## config.mk

```make
export PLATFORM = sky130hd
export DESIGN_NAME = alu_result_bcd_serializer
export DESIGN_NICKNAME = d
export VERILOG_FILES = /design/src/rtl/alu_result_bcd_serializer.sv
export SDC_FILE = /design/constraint.sdc
export NUM_CORES = 1
export LEC_CHECK = 0
export ABC_AREA = 1
export ABC_CLOCK_PERIOD_IN_PS = 1400
export CAP_MARGIN = 5
export CORE_MARGIN = 2
export CORE_UTILIZATION = 51
export CTS_CLUSTER_DIAMETER = 40
export CTS_CLUSTER_SIZE = 25
export DETAILED_ROUTE_END_ITERATION = 8
export GPL_TIMING_DRIVEN = 0
export PLACE_DENSITY = 0.87
export RECOVER_POWER = 50
export SLEW_MARGIN = 20
export SYNTH_ARGS = -nofsm -noshare
export SYNTH_HDL_FRONTEND = slang
export SYNTH_SLANG_ARGS = --single-unit
```

## constraint.sdc

```tcl
create_clock -name clk -period 1.4 [get_ports clk]
set_input_delay 0.28 -clock clk [delete_from_list [all_inputs] [get_ports clk]]
set_output_delay 0.28 -clock clk [all_outputs]
set_load 0.01 [all_outputs]
```

## src/rtl/alu_result_bcd_serializer.sv

```systemverilog
// ALU result to BCD digit streamer: sequential double-dabble, MSD-first valid/ready output.
// Optional ALU_BCD_LEADING_ZERO_BLANK_EN suppresses leading zero digits.
module alu_result_bcd_serializer #(
    parameter int WIDTH = 8,
    parameter int NDIG  = 3
) (
    input  logic             clk,
    input  logic             rst_n,
    input  logic             in_valid,
    output logic             in_ready,
    input  logic [WIDTH-1:0] in_data,
    input  logic [1:0]       in_op,
    output logic             dig_valid,
    input  logic             dig_ready,
    output logic [3:0]       dig_data,
    output logic             dig_last,
    output logic             dig_neg,
    output logic             busy
);

    localparam int CW = $clog2(WIDTH + 1);
    localparam int IW = (NDIG > 1) ? $clog2(NDIG) : 1;
    localparam int BW = 4 * NDIG;

    function automatic longint pow10(input int n);
        longint p;
        p = 1;
        for (int k = 0; k < n; k++) p = p * 10;
        return p;
    endfunction

    localparam longint MAXV = (longint'(1) <<< WIDTH) - 1;

    if (pow10(NDIG) <= MAXV) begin : g_bad_ndig
        $error("NDIG too small to hold 2^WIDTH-1");
    end

    function automatic logic [3:0] nib(input logic [BW-1:0] v, input int i);
        return v[4*i +: 4];
    endfunction

    typedef enum logic [1:0] {
        IDLE = 2'd0,
        CONV = 2'd1,
        SEND = 2'd2
    } state_t;

    state_t            state;
    logic [CW-1:0]     cnt;
    logic [IW-1:0]     idx;
    logic [WIDTH-1:0]  shreg;
    logic [BW-1:0]     bcd;
    logic              neg;

    logic              neg_in;
    logic [WIDTH-1:0]  mag;
    logic [BW-1:0]     bcd_adj;
    logic [BW-1:0]     bcd_nxt;
    logic [WIDTH-1:0]  sh_nxt;
    logic [IW-1:0]     start;

    assign in_ready = rst_n && (state == IDLE);
    assign neg_in   = (in_op == 2'b01) && in_data[WIDTH-1];
    assign mag      = neg_in ? (~in_data + WIDTH'(1)) : in_data;

    always_comb begin
        bcd_adj = bcd;
        for (int i = 0; i < NDIG; i++) begin
            if (bcd[4*i +: 4] >= 4'd5) bcd_adj[4*i +: 4] = bcd[4*i +: 4] + 4'd3;
        end
        {bcd_nxt, sh_nxt} = {bcd_adj, shreg} << 1;
`ifdef ALU_BCD_LEADING_ZERO_BLANK_EN
        // Highest nonzero digit wins; an all-zero value starts at digit 0.
        start = '0;
        for (int i = 0; i < NDIG; i++) begin
            if (bcd_nxt[4*i +: 4] != 4'd0) start = IW'(i);
        end
`else
        start = IW'(NDIG - 1);
`endif
    end

    always_ff @(posedge clk) begin
        if (!rst_n) begin
            state     <= IDLE;
            cnt       <= '0;
            idx       <= '0;
            shreg     <= '0;
            bcd       <= '0;
            neg       <= 1'b0;
            dig_valid <= 1'b0;
            dig_data  <= 4'd0;
            dig_last  <= 1'b0;
            dig_neg   <= 1'b0;
            busy      <= 1'b0;
        end else begin
            case (state)
                IDLE: begin
                    if (in_valid) begin
                        neg   <= neg_in;
                        shreg <= mag;
                        bcd   <= '0;
                        cnt   <= CW'(WIDTH);
                        busy  <= 1'b1;
                        state <= CONV;
                    end
                end
                CONV: begin
                    bcd   <= bcd_nxt;
                    shreg <= sh_nxt;
                    cnt   <= cnt - CW'(1);
                    if (cnt == CW'(1)) begin
                        state     <= SEND;
                        idx       <= start;
                        dig_valid <= 1'b1;
                        dig_data  <= nib(bcd_nxt, int'(start));
                        dig_last  <= (start == '0);
                        dig_neg   <= neg;
                    end
                end
                SEND: begin
                    if (dig_ready) begin
                        if (dig_last) begin
                            state     <= IDLE;
                            dig_valid <= 1'b0;
                            dig_last  <= 1'b0;
                            busy      <= 1'b0;
                        end else begin
                            idx      <= idx - IW'(1);
                            dig_data <= nib(bcd, int'(idx) - 1);
                            dig_last <= (idx == IW'(1));
                        end
                    end
                end
                default: state <= IDLE;
            endcase
        end
    end

endmodule

```

Yosys cells after proc, flatten, opt, wreduce, memory -nomap -nowiden
Cells that the tools add are included.

storage, ports and cells
  output and inout bits = 9
  input port bits = 14
  bits in registers = 37

operators by class
  equal/unequal tests = 10
  bitwise logic cells = 1
  $add $sub $neg = 7
  shift-type cells = 1
  reduce and logical (&&, ||, !) cells = 14
  mux-type cells = 32
  $lt $le $gt $ge = 3

operator list
  cell                 count
  $mux 4               6
  $pmux 12 s2          1
  $mux 8               2
  $pmux 4 s2           2
  $pmux 8 s2           1
  $reduce_and 4->1     4
  $ge 4x3->1 const B   3
  $mux 12              1
  $mux 2               6
  $shiftx 12x5->4      1
  $ne 2x2->1 const B   5
  $add 4x2->4 const B  2
  $add 8x1->8 const B  1
  $not 8->8            1
  $mux 1               7
  $eq 2x1->1 const B   3
  $pmux 1 s2           3
  $pmux 2 s3           1
  $reduce_and 2->1     3
  $reduce_bool 2->1    3
  $eq 4x1->1 const B   1
  $pmux 2 s2           1
  $sub 4x1->4 const B  1
  $add 3x2->3 const B  1
  other kinds (7)      8

Depth between registers and ports, before layout
  depth in word-level cells = 5
  gate-level depth with buffers = 9

Worst setup path before layout
No wires, ideal clock.

  kind = register -> register
  from = reg idx[0]
  to = reg dig_data[2]
  stages on the path, launching flop included = 10
  required time = 1334 ps
  path slack = -23 ps
  arrival time = 1357 ps
  path through = dfxtp_1 inv_1 ha_1 inv_1 nand2_1 o21ai_0 nand2_1 nand2_1 inv_1 a21oi_2

between the ends
  word-level cells in the longest chain between the ends = 5

RTL lines
  element                 line  RTL
  start, declared         50    logic [IW-1:0] idx;
  start signal, assigned  114   idx <= start;
  start signal, assigned  129   idx <= idx - IW'(1);
  $sub 2x1->3             130   dig_data <= nib(bcd, int'(idx) - 1);
  $shiftx 12x5->4         39    return v[4*i +: 4];
  $mux 4                  123   if (dig_last) begin
  $mux 4                  122   if (dig_ready) begin
  $pmux 4 s2              97    case (state)
  end signal, assigned    116   dig_data <= nib(bcd_nxt, int'(start));
  end signal, assigned    130
  end, declared           15    output logic [3:0] dig_data,

No other way between the ends. The select of a mux whose other input is x is not followed.
A chain may end at the register's enable or synchronous reset.

Worst setup path in the final report
  from = reg dig_last
  to = out dig_last

RTL lines
  element                 line  RTL
  start, declared         16    output logic dig_last,
  start signal, assigned  117   dig_last <= (start == '0);
  start signal, assigned  131   dig_last <= (idx == IW'(1));

No word-level cell between the ends.

==> results.sh <==
export IMPL_outcome="finished clean"
export IMPL_dr_pass1_iters=5
export IMPL_placed_area_sq_um=2490
export IMPL_numCtsBuffers=5
export IMPL_cts_root_buf="clkbuf_8"
export IMPL_r2r_setup_slack_ns=0.07
export IMPL_wl_met3_um=294
export IMPL_syn_nets=340
export IMPL_fin_area_sq_um=2710
export IMPL_die_area_sq_um=4870
export IMPL_hold_path_startpoint="rst_n"
export IMPL_startpoint="dig_last"
export IMPL_top_layer_used="met4"
export IMPL_die_h_um=69.8
export IMPL_r2r_start="bcd[9]"
export IMPL_cp_required_ns=1.12
export IMPL_grt_pass1_wl_um=8650
export IMPL_synthFlopType="dfxtp_1"
export IMPL_met1_length_um=2210
export IMPL_synth_async_reset_ratio=0
export IMPL_power_switching_w=0.000713
export IMPL_max_slew_worst_pin_slew_ns=0.450
export IMPL_htree_levels=2
export IMPL_slew_headroom=0.700
export IMPL_wl_per_cell_um=13.0
export IMPL_tns_ns=0
export IMPL_drc=0
export IMPL_hold_buffers=0
export IMPL_worstHoldPathType="in -> reg"
export IMPL_grt_total_usage=0.216
export IMPL_synth_edff_count=0
export IMPL_overflow=0
export IMPL_p_clk_frac=0.324
export IMPL_hold_viol_final=0
export IMPL_cts_clk_slew_worst_paths_ns=0.08
export IMPL_grt_pass1_vias=2008
export IMPL_power_total_w=0.00234
export IMPL_fmax_mhz=751
export IMPL_slowest_stage="dfxtp_1"
export IMPL_hold_end="busy"
export IMPL_switching_share=0.304
export IMPL_clock_path_buffers=2
export IMPL_finalSetupViolCount=0
export IMPL_cap_violations=0
export IMPL_cts_tree="yes"
export IMPL_antenna_found_initial=0
export IMPL_ir_drop_v=0.000460
export IMPL_timing_rr_end="bcd[9]"
export IMPL_critPathBufInv=1
export IMPL_rows=23
export IMPL_clkSinkCount=37
export IMPL_chipWidth_um=69.8
export IMPL_skew_ns=0.00690
export IMPL_crit_fanout=6
export IMPL_combPwrFrac=0.190
export IMPL_cp_start_kind="flip-flop"
export IMPL_pin_count=23
export IMPL_synth_seq_cells=37
export IMPL_pwr_share_seq=0.486
export IMPL_vias=2198
export IMPL_nNetsFinal=375
export IMPL_powerDensity_nw_per_um2=865
export IMPL_path_class="reg -> out"
export IMPL_final_max_slew_violation_count=0
export IMPL_viasPerCell=5.48
export IMPL_start_util=0.541
export IMPL_cpPeakStageDelay_ns=0.45
export IMPL_fin_crit_ns=1.33
export IMPL_drtIter0Drc=136
export IMPL_p_int_w=0.00163
export IMPL_crit_path_end_kind="output pin"
export IMPL_grt_max_degree=13
export IMPL_worstPathCellList="dlygate4sd2_1"
export IMPL_hpwl_um=3630
export IMPL_leakage_nw=1.15
export IMPL_core_sq_um=4090
export IMPL_ys_warn_count=0
export IMPL_syn_inst=315
export IMPL_dr_wl_met2_um=2620
export IMPL_critPathTopFamily="flip-flops"
export IMPL_finalCritPeriodShare=0.951
export IMPL_place_congestion=0.829
export IMPL_ys_seq_area_frac=0.335
export IMPL_antennaDiodeCount=0
export IMPL_whs_path_depth=3
export IMPL_syn_to_final_growth_pct=22.7
export IMPL_drive_above_1_share=0.211
export IMPL_syn_avg_cell_area_sq_um=7.01
export IMPL_synth_area_sq_um=2210
export IMPL_worstSkewPairLatency_ns=0.30
export IMPL_rr_worst_depth=9
export IMPL_wirelength_um=5230
export IMPL_synth_cell_type_count=34
export IMPL_numPortBuffers=22
export IMPL_cp_arrival_ns=1.05
export IMPL_drt_antenna_violating_nets=0
[what timing repair did]
action | in CTS | in global routing
gates cloned | 0 | 0
pin swaps | 0 | 2
resized for setup | 24 | 29
endpoints found under the setup margin | 14 | 17
buffers inserted | 0 | 6
[layout make-up]
type / count / area (sq um)
tap: 50 / 62.6
sequential: 37 / 753
buffer: 8 / 68.8
inverter: 43 / 169
clock buffer: 5 / 68.8
fill: 336 / 1380
timing repair buffer: 28 / 251
multi-input combinational: 227 / 1320
clock inverter: 3 / 17.5
[worst max path at each step]
| stage | depth (start not counted) | end |
|---|---|---|
| 6_report | 1 | dig_last |
| 5_1_grt | 8 | bcd[10] |
| 4_1_cts | 9 | dig_data[0] |
| 3_5_place_dp | 5 | in_ready |
| 3_3_place_gp | 5 | in_ready |
| 2_1_floorplan | 9 | dig_data[2] |
[power groups by stage]
stage	sequential, W	combinational, W	clock [W]
finish	0.00114	0.000446	0.000758
global route	0.00115	0.000495	0.000801
CTS	0.00114	0.000423	0.000753
detailed placement	0.00116	0.000418	0
global placement	0.00116	0.000407	0
floorplan	0.00116	0.000279	0
[through the flow]
stage	utilization	hold slack (ns)	setup slack, ns	instances
detailed placement	0.610	0.436	-0.929	387
global placement	0.610	0.433	-0.937	387
CTS	0.637	0.373	0.00316	395
finish	0.663	0.387	0.0679	401
global route	0.663	0.426	-0.0514	401
floorplan	-	0.387	0.0475	315
[Yosys cell counts (all sizes together), types with 3 or more instances]
library cell	instances	area, sq um
a21boi	3	30.0
a21oi	35	194
a22oi	3	22.5
buf	6	51.3
dfxtp	37	741
ha	11	138
inv	42	158
nand2	81	327
nand3	27	160
nand3b	3	22.5
nand4	3	18.8
nor2	26	130
o211ai	5	37.5
o21ai	22	110
[layer usage]
layer | vias up | global-route usage
li1 | 1108 | -
met1 | 997 | 0.252
met2 | 84 | 0.380
met3 | 9 | 0.0567
met4 | 0 | 0.0748
met5 | - | 0
[tightest hold or removal path, stage by stage]
cell and delay (ns):
clkdlybuf4s15_2 0.22, o21ai_0 0.10, a31oi_1 0.05
[cell families (layout without fill, tap and decap cells)]
logic type	after synthesis	count (layout)	synth area share
buffers and inverters	51	87	0.0997
flip-flops	37	37	0.335
XOR/XNOR	1	1	0.00396
AND/OR/NAND/NOR	143	143	0.305
adder cells (fa/ha/maj)	11	11	0.0623
AO/OA/AOI/OAI	72	72	0.194
[state kept, by name, indices dropped and copies added, names as in the netlist]
name / count
cnt: 4
idx: 2
dig_data: 4
shreg: 8
dig_valid: 1
neg: 1
dig_last: 1
bcd: 12
dig_neg: 1
busy: 1
state: 2
[cells in the final DEF, fill, tap and decap left out, types with 7 or more instances in the layout]
cell	n
dfxtp_2	7
inv_1	36
nand2_2	8
nand2_1	71
nor2_1	19
nand3_1	22
o21ai_0	17
clkdlybuf4s50_1	12
dfxtp_1	29
buf_4	7
a21oi_1	29
ha_1	8
dlygate4sd2_1	8
(Power assumes the default switching activity.)
==> variant (same settings) <==
The option `ALU_BCD_LEADING_ZERO_BLANK_EN` is turned on by a define.
--- a/src/rtl/alu_result_bcd_serializer.sv
+++ b/src/rtl/alu_result_bcd_serializer.sv
@@ -1,4 +1,6 @@
 // ALU result to BCD digit streamer: sequential double-dabble, MSD-first valid/ready output.
 // Optional ALU_BCD_LEADING_ZERO_BLANK_EN suppresses leading zero digits.
+`define ALU_BCD_LEADING_ZERO_BLANK_EN
+
 module alu_result_bcd_serializer #(
     parameter int WIDTH = 8,
Behaviour: not the same (a bounded check fails within 10 cycles, from zero or initial values and one cycle with rst_n low).
==> variant against the unedited design <==
Area after synthesis increased by 0.79%. Power up 16%. First-iteration DRC count up 64%. Routed wire length rose by 18%. Clock skew decreased by 0.0019 ns. The flow now finishes with violations (negative setup slack). Non-clock buffer count increased by 13. Sequential cell count stayed put. Worst setup slack lost 0.37 ns. Design area grew 13%. Hold slack worse by 0.091 ns.
==> variant: results (changes against the unedited design) <==
comb_multi_in -> 237 (+4.4%)
failing checks -> negative setup slack
max incr delay on CP -> 0.33 ns (-0.12 ns)
DP HPWL -> 4020 um (+11%)
Max VDD drop -> 0.791 mV (+72%)
via-per-instance ratio -> 5.51 (+0.53%)
Inverters, non-clock -> 48 (+12%)
DIE AREA -> 0.00491 mm2 (+0.75%)
Slowest cell on crit path -> dfxtp_2
layout buffering overhead excluding clock cells -> 13.5% (+1.7 points)
final worst setup slack -> -0.300 ns (-0.368 ns)
outcome -> finished with violations
placed cells -> 405 (+4.7%)
M1 WL -> 2640 um (+19%)
Reg2Reg Capture Point -> dig_last$_SDFFE_PN0P_
via total after detailed routing -> 2375 (+8.1%)
final setup fails -> 10 (+10)
met2 WL -> 3130 um (+19%)
share of cells above drive strength 1 -> 31.4% (+10 points)
multi-input gate share of total cell area -> 48.7% (+0.073 points)
Placed Area -> 0.00258 mm2 (+3.5%)
register area share after synthesis -> 33.3% (-0.26 points)
first-pass GRT wire length -> 9630 um (+11%)
clock power share -> 41.1% (+8.7 points)
pre-CTS WS -> -0.532 ns (+0.397 ns)
# nets final -> 403 (+7.5%)
## variant: cell families after synthesis
logic type / synth area share, %
AND/OR/NAND/NOR: 29.9
AO/OA/AOI/OAI: 19.1
buffers and inverters: 10.8
flip-flops: 33.3
adder cells (fa/ha/maj): 6.18
XOR/XNOR: 0.787
## variant: repair_timing
item,4_1_cts,5_1_grt
resized for setup,40,44
setup endpoints to repair,38,30
hold buffers,0,0
buffers inserted,11,7
hold endpoints to repair,0,0
pin swaps,16,18
## variant: worst max path at each step
stage,slack [ns],end,startpoint
floorplan,-0.18,dig_data[2]$_SDFFE_PN0P_,bcd[9]$_SDFFE_PN0P_
global placement,-0.55,in_ready,rst_n
detailed placement,-0.53,in_ready,rst_n
CTS,-0.24,dig_data[0]$_SDFFE_PN0P_,bcd[8]$_SDFFE_PN0P_
global route,-0.38,dig_data[2]$_SDFFE_PN0P_,bcd[9]$_SDFFE_PN0P_
finish,-0.30,dig_last$_SDFFE_PN0P_,bcd[9]$_SDFFE_PN0P_
